[src/rtl/bin2qdi_token_sched.sv]
// bin2qdi_token_sched: round-robin token scheduler driving Bin2QDI_1of1 req/Re handshakes with timeout
// Ports: CLK/RESET (async, active-high); tok_valid/tok_ch/tok_ready push tokens into per-channel
// pending counters; req/Re are the 4-phase handshake per channel (Re asynchronous, synchronized here);
// clr_err clears a timeout; busy, timeout_err, err_ch and done_cnt report status.
module bin2qdi_token_sched #(
  parameter int NCH = 4,
  parameter int CW  = 4,
  parameter int TMO = 255
) (
  input  logic                    CLK,
  input  logic                    RESET,
  input  logic                    tok_valid,
  input  logic [$clog2(NCH)-1:0]  tok_ch,
  output logic                    tok_ready,
  output logic [NCH-1:0]          req,
  input  logic [NCH-1:0]          Re,
  input  logic                    clr_err,
  output logic                    busy,
  output logic                    timeout_err,
  output logic [$clog2(NCH)-1:0]  err_ch,
  output logic [15:0]             done_cnt
);
  localparam int CHW = $clog2(NCH);
  typedef enum logic [1:0] {IDLE, REQ, REL, ERR} state_t;
  state_t st_q, st_d;
  logic [NCH-1:0] s1_q, sre_q, req_q, req_d, nz;
  logic [NCH-1:0][CW-1:0] pend_q, pend_d;
  logic [CHW-1:0] g_q, g_d, last_q, last_d, err_ch_q, err_ch_d, pick;
  logic [15:0] done_q, done_d, cnt_q, cnt_d;
  logic err_q, err_d, push, fin, tmo_hit;
  always_comb
    for (int i = 0; i < NCH; i++) nz[i] = pend_q[i] != '0;
  // Scan downward so the last hit is the nearest channel after last_q, wrapping onto last_q itself.
  always_comb begin
    pick = '0;
    for (int i = NCH; i >= 1; i--)
      if (nz[(int'(last_q) + i) % NCH]) pick = CHW'((int'(last_q) + i) % NCH);
  end
  assign tok_ready = st_q != ERR && int'(tok_ch) < NCH && pend_q[tok_ch] != {CW{1'b1}};
  assign push = tok_valid && tok_ready;
  assign tmo_hit = cnt_q == 16'(TMO - 1);
  always_comb begin
    st_d = st_q;
    g_d = g_q;
    last_d = last_q;
    err_d = err_q;
    err_ch_d = err_ch_q;
    done_d = done_q;
    cnt_d = cnt_q + 16'd1;
    fin = 1'b0;
    case (st_q)
      IDLE: if (|nz) begin
        st_d = REQ;
        g_d = pick;
        cnt_d = '0;
      end
      REQ: if (!sre_q[g_q]) begin
        st_d = REL;
        cnt_d = '0;
      end else if (tmo_hit) begin
        st_d = ERR;
        err_d = 1'b1;
        err_ch_d = g_q;
      end
      REL: if (sre_q[g_q]) begin
        st_d = IDLE;
        fin = 1'b1;
        done_d = done_q + 16'd1;
        last_d = g_q;
      end else if (tmo_hit) begin
        st_d = ERR;
        err_d = 1'b1;
        err_ch_d = g_q;
      end
      default: if (clr_err) begin
        st_d = IDLE;
        err_d = 1'b0;
      end
    endcase
    // A push and a completion on the same channel cancel out.
    for (int i = 0; i < NCH; i++)
      pend_d[i] = pend_q[i] + CW'(push && tok_ch == CHW'(i)) - CW'(fin && g_q == CHW'(i));
    req_d = st_d == REQ ? {{(NCH-1){1'b0}}, 1'b1} << g_d : '0;
  end
  always_ff @(posedge CLK or posedge RESET)
    if (RESET) begin
      s1_q <= '1;
      sre_q <= '1;
      st_q <= IDLE;
      g_q <= '0;
      last_q <= CHW'(NCH - 1);
      err_q <= 1'b0;
      err_ch_q <= '0;
      done_q <= '0;
      cnt_q <= '0;
      pend_q <= '0;
      req_q <= '0;
    end else begin
      s1_q <= Re;
      sre_q <= s1_q;
      st_q <= st_d;
      g_q <= g_d;
      last_q <= last_d;
      err_q <= err_d;
      err_ch_q <= err_ch_d;
      done_q <= done_d;
      cnt_q <= cnt_d;
      pend_q <= pend_d;
      req_q <= req_d;
    end
  assign req = req_q;
  assign busy = st_q == REQ || st_q == REL || |nz;
  assign timeout_err = err_q;
  assign err_ch = err_ch_q;
  assign done_cnt = done_q;
endmodule

[config.mk]
export PLATFORM = sky130hd
export DESIGN_NAME = bin2qdi_token_sched
export DESIGN_NICKNAME = d
export VERILOG_FILES = /design/src/rtl/bin2qdi_token_sched.sv
export SDC_FILE = /design/constraint.sdc
export NUM_CORES = 1
export LEC_CHECK = 0
export ABC_CLOCK_PERIOD_IN_PS = 6600
export BUFFER_PORTS_ARGS = -buffer_cell sky130_fd_sc_hd__buf_2
export CORE_UTILIZATION = 35
export CTS_BUF_LIST = sky130_fd_sc_hd__clkbuf_4 sky130_fd_sc_hd__clkbuf_8 sky130_fd_sc_hd__clkbuf_16
export CTS_CLUSTER_SIZE = 20
export DETAILED_ROUTE_END_ITERATION = 10
export GPL_ROUTABILITY_DRIVEN = 0
export PLACE_DENSITY_LB_ADDON = 0.12
export REMOVE_ABC_BUFFERS = 1
export SLEW_MARGIN = 20
export SYNTH_ARGS = -nofsm -noshare
export SYNTH_HDL_FRONTEND = slang
export SYNTH_SLANG_ARGS = --single-unit
[constraint.sdc]
create_clock -name CLK -period 6.6 [get_ports CLK]
set_clock_uncertainty 0.05 [all_clocks]
set_input_delay 0.99 -clock CLK [delete_from_list [all_inputs] [get_ports CLK]]
set_output_delay 0.99 -clock CLK [all_outputs]
set_load 0.02 [all_outputs]
==> impl_summary.log, run 1 <==
INFO  metric outcome = finished, final reports clean
INFO  metric antenna_cells_inserted = 0
INFO  metric dpl.hpwl = 4.76 mm
INFO  metric detail_route.iter0.violations = 81
INFO  metric netlist.area_leader.share = 41.3%
INFO  metric syn-cell-area = 3570 um2
INFO  metric mostFrequentLayoutCell = dfrtp_1
INFO  metric cell_internal_power_dissipation = 962 uW
INFO  metric max_freq = 0.302 GHz
INFO  metric p_clk_share = 21.8%
INFO  metric number_of_antenna_violations_at_the_first_check_in_global_routing = 0
INFO  metric worstPathArrival = 2.27 ns
INFO  metric crit_path_max_incr_delay = 0.47 ns
INFO  metric timing.final.ws_setup = 3.29 ns
INFO  metric clockBufferDepth = 2
INFO  metric setup-violations-final = 0
INFO  metric async_set_or_reset_flop_fraction_in_the_synthesized_netlist = 100%
INFO  metric dr.pass1.iters = 4
INFO  metric design.die.area = 10600 um2
INFO  metric mean_cell_area_of_the_mapped_netlist = 10.8 um2
INFO  metric post-route-drc-count = 0
INFO  metric die_height = 103 um
INFO  metric core = 9820 um2
INFO  metric place.port_buffers = 34
INFO  metric clock-sinks = 69
INFO  metric io_pins = 35
INFO  metric drive_gt1_share = 21.3%
INFO  metric power_switching = 612 uW
INFO  metric hold_viol_final = 0
INFO  metric cp_data_required_time = 5.56 ns
INFO  metric hold_buffers = 0
INFO  metric nNetsFinal = 412
INFO  metric pwr-share-seq = 40.5%
INFO  metric vias_per_cell = 4.67
INFO  metric min_path_type = reg -> reg
INFO  metric fillerInstances = 997
INFO  metric routed-via-count = 2379
INFO  metric final_area = 4090 um2
INFO  metric grt.overflow.total = 0
INFO  metric htreeDepth = 3
INFO  metric cp_slowest_cell = nor3b_1
INFO  metric setup.worst_path.start_class = flip-flop
INFO  metric irDropWorstVdd = 0.000139 V
INFO  metric part_of_the_cycle_the_worst_path_needs = 50.2%
INFO  metric yosys.cell_types.count = 48
INFO  metric clock_latency = 0.34 ns
INFO  metric clkTransAtPathRegs = 0.08 ns
INFO  metric setup_total_negative_slack = 0 ns
INFO  metric number_of_global_route_vias_before_repair = 2350
INFO  metric grt_setup_unrepaired = no
INFO  metric post_cts.repair.setup_buffers = 0
INFO  metric routed_wire_length_per_instance = 13.0 um
INFO  metric die_x = 103 um
INFO  metric most-common-layout-cells = dfrtp_1 (59), inv_1 (36), buf_2 (34)
INFO  metric worst-slew-pin-transition = 0.886 ns
INFO  metric core.rowCount = 36
INFO  metric numCtsBuffers = 9
INFO  metric number_of_enable_flip_flop_cells_after_synthesis = 0
INFO  metric grt_use_total = 14.0%
INFO  metric routed_wire_length = 6.61 mm
INFO  metric switching_share_of_total_power = 38.9%
INFO  metric syn_inst = 330
INFO  metric initial_cell_density_of_the_core = 36.4%
INFO  metric layout-area-overhead-vs-synth = 14.5%
INFO  metric tritoncts = yes
INFO  metric yosys_register_bits = 69
INFO  metric antenna_left = 0
INFO  metric grt_pass1_wl = 11.2 mm
INFO  metric ys.warnings.count = 0
INFO  metric crit_path_max_fanout = 6
INFO  metric crit_path_cell_chain = inv_1 -> ha_1 -> nor3b_1 -> nand4_1 -> or2_2 -> buf_2
INFO  metric worstSetupPathType = reg -> out
INFO  metric slew_violations = 0
INFO  metric placedInstanceArea = 3890 um2
INFO  metric cts_root_buffer = clkbuf_8
INFO  metric max_slew_margin = 40.9%
INFO  metric synth_top_cell_by_area = dfrtp_1
INFO  metric power.combinational.fraction = 37.7%
INFO  metric cellLeakagePower = 1.93 nW
INFO  metric power-per-cell-area = 385 nW/um2
INFO  metric timing.final.crit_period = 3.31 ns
INFO  metric max_cap_check_violation_count = 0
INFO  metric total_power = 1.57 mW
INFO  metric grt_max_degree = 70
INFO  metric setup.worst_path.end_class = output pin
INFO  metric synth_top_flop_cell = dfrtp_1
INFO  metric post_synth_main_area_contributors = dfrtp_1 (41%), ha_1 (9.5%), dfstp_2 (7.4%)
INFO  metric cts_repair_resized_insts = 0
INFO  metric place_ws = 3.41 ns
INFO  metric synth_sequential_area_ratio = 48.7%
[power by group through the flow]
stage                     Clock [mW]  Combinational [mW]  Sequential (mW)
final                          0.343               0.593            0.638
after floorplan                    0               0.446            0.641
after global routing           0.380               0.673            0.658
after global placement             0               0.587            0.648
after CTS                      0.360               0.604            0.640
after detailed placement           0               0.601            0.644
[final cells by class]
cell class	count	area (um2)	share of cell area [%]
clock buffers	9	124	3.03
clock inverters	7	75.1	1.84
inverters	37	139	3.40
multi-input cells	219	1670	40.8
flip-flops and latches	69	1740	42.5
well taps	133	166	4.07
repair buffers	35	178	4.35
[registers in the layout (all words and copies together) (netlist names), 4 cells and up]
| name | cells |
|---|---|
| sre_q | 4 |
| cnt_q | 16 |
| req | 4 |
| s1_q | 4 |
| pend_q | 16 |
| done_cnt | 16 |
[metal layers]
layer	wire length (um)	up-vias	part of all wire, %	GRT usage, %
met5	0	-	0	0
met4	155	0	2.3	6.93
met3	243	14	3.7	3.19
met2	2880	45	44	21.1
met1	3320	1129	50	18.8
li1	-	1191	-	-
[worst max-delay path: cells and delay by family, from the launching register on]
kind	cells	cell delay (ns)
simple gates	3	1.16
flops	1	0.39
buf+inv	2	0.25
fa+ha+maj	1	0.14
[path summary, 6_finish.rpt]
| check | from | cells after the start | slack, ns | endpoint |
|---|---|---|---|---|
| setup / recovery | pend_q[10] | 6 | 3.29 | busy |
| hold / removal | s1_q[3] | 0 | 0.31 | sre_q[3] |
| setup reg to reg | g_q[0] | 9 | 3.68 | pend_q[14] |
| hold reg to reg | s1_q[3] | 0 | 0.31 | sre_q[3] |
| max in group asynchronous | RESET | 3 | 5.06 | cnt_q[1] |
| min in group asynchronous | RESET | 3 | 0.85 | done_cnt[12] |
[stage by stage]
stage,cells,hold WS [ns],util (%)
final,509,0.308,41.6
after global placement,493,0.296,39.6
after CTS,509,0.309,41.6
after global routing,509,0.314,41.6
after detailed placement,493,0.297,39.6
after floorplan,325,0.295,-
[kinds of logic (layout without fill, tap and decap cells)]
logic type / after synthesis / in the layout / share of synthesized area (%)
adder cells (fa/ha/maj): 31 / 31 / 11.7
AO/OA/AOI/OAI: 30 / 30 / 6.24
flip-flops: 69 / 69 / 48.7
multiplexers: 3 / 3 / 1.26
AND/OR/NAND/NOR: 118 / 118 / 18.4
XOR/XNOR: 37 / 37 / 9.07
buffers and inverters: 42 / 88 / 4.59
[cell usage after synthesis (3+ instances only)]
| cell | count |
|---|---|
| or2_2 | 4 |
| nor3_1 | 5 |
| nand4_1 | 11 |
| dfstp_2 | 10 |
| dfrtp_1 | 59 |
| a21oi_1 | 6 |
| a21o_1 | 4 |
| fa_1 | 4 |
| and3_1 | 4 |
| xnor2_1 | 19 |
| or3_1 | 5 |
| nor3b_1 | 6 |
| xor2_1 | 18 |
| nor2_1 | 30 |
| inv_1 | 37 |
| nand2b_1 | 4 |
| o21ai_0 | 5 |
| ha_1 | 27 |
| nand3_1 | 9 |
| nand2_1 | 24 |
| nor2b_1 | 3 |
Power figures use the tool's default switching activity.
==> run 2, diff against run 1 <==
Settings changed: ABC_AREA set to 1, ABC_CLOCK_PERIOD_IN_PS 6600 to 2700.
Clock period 6.6 ns to 2.7 ns, I/O delays scaled along.
==> run 2 against run 1 <==
Effect of this change: sequential share of layout area decreased by 5.3 points; design area up 14%; power rose to 3.0 times the previous value; sequential power increased by 140%; cell count increased by 31%; flip-flop and latch count stayed put; register-to-register slack lost 3.4 ns; critical path type is now reg -> reg; largest cell class is now multi-input gates; largest power group is now combinational logic.
==> impl_summary.log, run 2 <==
INFO  metric outcome = finished, final reports clean (unchanged)
INFO  metric worst-r2r-setup-slack = 0.27 ns (was 3.68 ns)
INFO  metric synth_top_cell_by_area = dfrtp_1 (unchanged)
INFO  metric cp_data_required_time = 2.89 ns (was 5.56 ns)
INFO  metric synth_sequential_area_ratio = 43.3% (was 48.7%)
INFO  metric grt_max_degree = 23 (was 70)
INFO  metric detail_route.iter0.violations = 127 (was 81)
INFO  metric synth_top_flop_cell = dfrtp_1 (unchanged)
INFO  metric max_cap_check_violation_count = 0 (unchanged)
INFO  metric worstSetupPathType = reg -> reg (was reg -> out)
INFO  metric core.rowCount = 38 (was 36)
INFO  metric nNetsFinal = 562 (was 412)
INFO  metric fraction_of_the_mapped_netlist_area_in_adder_cells = 10.4% (was 11.7%)
INFO  metric worst-slew-pin-transition = 0.452 ns (was 0.886 ns)
INFO  metric irDropWorstVdd = 0.000538 V (was 0.000139 V)
INFO  metric grt_pass1_wl = 14.5 mm (was 11.2 mm)
INFO  metric synthTopCellsByCount = nand2_1 (93), inv_1 (73), dfrtp_1 (59), nand3_1 (44), nor2_1 (44) (was dfrtp_1 (59), inv_1 (37), nor2_1 (30), ha_1 (27), nand2_1 (24))
INFO  metric synth_mux_area_share = 0.561% (was 1.26%)
INFO  metric routed_wire_length = 8.51 mm (was 6.61 mm)
INFO  metric drive_gt1_share = 17.9% (was 21.3%)
INFO  metric setup.worst_path.start_class = flip-flop (unchanged)
INFO  metric number_of_global_route_vias_before_repair = 3121 (was 2350)
INFO  metric final_area = 4670 um2 (was 4090 um2)
INFO  metric place.detailed.instances = 650 (was 493)
INFO  metric setup.worst_path.end_class = flip-flop (was output pin)
INFO  metric layout-area-overhead-vs-synth = 16.4% (was 14.5%)
INFO  metric design.die.area = 11900 um2 (was 10600 um2)
INFO  metric routed_wire_length_per_instance = 12.8 um (was 13.0 um)
INFO  metric clock-sinks = 69 (unchanged)
INFO  metric die_height = 109 um (was 103 um)
INFO  metric post_synth_main_area_contributors = dfrtp_1 (37%), nand2_1 (8.7%), ha_1 (8.4%) (was dfrtp_1 (41%), ha_1 (9.5%), dfstp_2 (7.4%))
INFO  metric yosys.cell_types.count = 43 (was 48)
INFO  metric placedInstanceArea = 4390 um2 (was 3890 um2)
INFO  metric grt_setup_unrepaired = no (unchanged)
INFO  metric grt_use_total = 16.5% (was 14.0%)
INFO  metric power-per-cell-area = 1000 nW/um2 (was 385 nW/um2)
INFO  metric cts_repair_resized_insts = 0 (unchanged)
INFO  metric synth-simple-area-share = 26.1% (was 18.4%)
INFO  metric worstPathArrival = 2.62 ns (was 2.27 ns)
INFO  metric hold_buffers = 0 (unchanged)
INFO  metric slew_violations = 0 (unchanged)
INFO  metric post-route-drc-count = 0 (unchanged)
INFO  metric multi_input_combinational_cell_area = 1950 um2 (was 1670 um2)
INFO  metric mean_cell_area_of_the_mapped_netlist = 8.52 um2 (was 10.8 um2)
INFO  metric top_count_cell_post_synth = nand2_1 (was dfrtp_1)
INFO  metric antenna_left = 0 (unchanged)
INFO  metric routed-via-count = 3121 (was 2379)
INFO  metric critPathMostFrequentCell = inv_1
INFO  metric async_set_or_reset_flop_fraction_in_the_synthesized_netlist = 100% (unchanged)
INFO  metric tritoncts = yes (unchanged)
INFO  metric htreeDepth = 3 (unchanged)
INFO  metric clock_latency = 0.34 ns (about the same)
INFO  metric cts_root_buffer = clkbuf_16 (was clkbuf_8)
INFO  metric dpl.hpwl = 6.50 mm (was 4.76 mm)
INFO  metric post_cts.repair.setup_buffers = 0 (unchanged)
INFO  metric dominant_combinational_cell_family_by_area_after_synthesis = simple AND/OR/NAND/NOR gates (unchanged)
INFO  metric syn_inst = 471 (was 330)
INFO  metric antenna_cells_inserted = 0 (unchanged)
INFO  metric yosys_register_bits = 69 (unchanged)
INFO  metric die_x = 109 um (was 103 um)
INFO  metric cp_slowest_cell = dfrtp_1 (was nor3b_1)
INFO  metric cellLeakagePower = 2.38 nW (was 1.93 nW)
INFO  metric clkTransAtPathRegs = 0.06 ns (was 0.08 ns)
INFO  metric numCtsBuffers = 9 (unchanged)
INFO  metric grt.overflow.total = 0 (unchanged)
INFO  metric timing.final.crit_period = 2.43 ns
INFO  metric hold_viol_final = 0 (unchanged)
INFO  metric reg2regPathDepth = 12 (was 9)
INFO  metric dr.pass1.iters = 5 (was 4)
INFO  metric ys.warnings.count = 0 (unchanged)
INFO  metric crit_path_max_fanout = 7 (was 6)
INFO  metric setup_total_negative_slack = 0 ns (unchanged)
INFO  metric number_of_antenna_violations_at_the_first_check_in_global_routing = 0 (unchanged)
INFO  metric total_power = 4.67 mW (was 1.57 mW)
INFO  metric seqCellArea = 1740 um2 (unchanged)
INFO  metric core = 11000 um2 (was 9820 um2)
INFO  metric min_path_type = in -> async (was reg -> reg)
INFO  metric fillerInstances = 1137 (was 997)
INFO  metric crit_path_max_incr_delay = 0.47 ns (about the same)
INFO  metric crit_path_cell_chain = inv_1 -> ha_1 -> nand2_2 -> inv_1 -> nand2_1 -> nor2_1 -> ha_1 -> inv_1 -> ha_1 -> inv_1 -> fa_1 -> inv_1 (was inv_1 -> ha_1 -> nor3b_1 -> nand4_1 -> or2_2 -> buf_2)
INFO  metric finalCoreUtilization = 42.4% (was 41.6%)
INFO  metric synth_xor_xnor_area_share = 5.67% (was 9.07%)
INFO  metric clockBufferDepth = 2 (unchanged)
INFO  metric vias_per_cell = 4.69 (was 4.67)
INFO  metric number_of_enable_flip_flop_cells_after_synthesis = 0 (unchanged)
INFO  metric fin_cells = 666 (was 509)
INFO  metric syn-cell-area = 4020 um2 (was 3570 um2)
INFO  metric netlist.area_leader.share = 36.8% (was 41.3%)
INFO  metric place.port_buffers = 34 (unchanged)
INFO  metric part_of_the_cycle_the_worst_path_needs = 90.2%
INFO  metric mostFrequentLayoutCell = nand2_1 (was dfrtp_1)
INFO  metric setup-violations-final = 0 (unchanged)
INFO  metric max_slew_margin = 69.8% (was 40.9%)
INFO  metric max_freq = 0.411 GHz
INFO  metric initial_cell_density_of_the_core = 36.4% (about the same)
INFO  metric most-common-layout-cells = nand2_1 (93), inv_1 (72), dfrtp_1 (59) (was dfrtp_1 (59), inv_1 (36), buf_2 (34))
INFO  metric synth_compound_area_share = 5.89% (was 6.24%)
INFO  metric io_pins = 35 (unchanged)
## run 2: logic make-up (layout without fill, tap and decap cells)
kind of cell | count (synthesis) | in the layout
fa+ha+maj | 31 | 31
flops | 69 | 69
xor+xnor | 26 | 26
simple gates | 226 | 226
mux | 2 | 2
buf+inv | 79 | 134
compound gates | 38 | 38
## run 2: power breakdown
group          internal [mW]  total, mW  switching, mW
Clock                  0.677       1.12          0.444
Combinational          0.786       2.00           1.22
Sequential              1.31       1.55          0.241
## run 2: metal layers
metal | wire (um) | GRT usage (%)
met4 | 150 | 7.43
met5 | 0 | 0
met3 | 396 | 5.20
met1 | 4100 | 21.0
met2 | 3860 | 25.4
## run 2: worst max-delay path: cells and delay by family (launching register included)
family                   cells  cell delay [ns]
AND/OR/NAND/NOR              3             0.30
buffers and inverters        5             0.37
flip-flops                   1             0.47
adder cells (fa/ha/maj)      4             1.15
## run 2: path summary, 6_finish.rpt
kind | startpoint | endpoint
max in group asynchronous | RESET | sre_q[2]
max reg2reg | st_q[0] | pend_q[13]
min | RESET | done_cnt[8]
min reg2reg | s1_q[2] | sre_q[2]
min in group CLK | Re[0] | s1_q[0]
max | st_q[0] | pend_q[13]
## run 2: area by class of cell
class,instances,share of cell area [%]
Inverter,75,6.08
Clock buffer,12,5.57
Tap cell,140,3.75
Sequential cell,69,37.2
Timing Repair Buffer,43,5.09
Multi-Input combinational cell,323,41.8
Clock inverter,4,0.482
## run 2: through the flow
| step | hold WS, ns | setup WS (ns) |
|---|---|---|
| floorplan | 0.295 | 0.226 |
| global placement | 0.297 | 0.187 |
| detailed placement | 0.297 | 0.0872 |
| CTS | 0.0269 | 0.260 |
| global route | 0.0651 | 0.0766 |
| finish | 0.0201 | 0.266 |
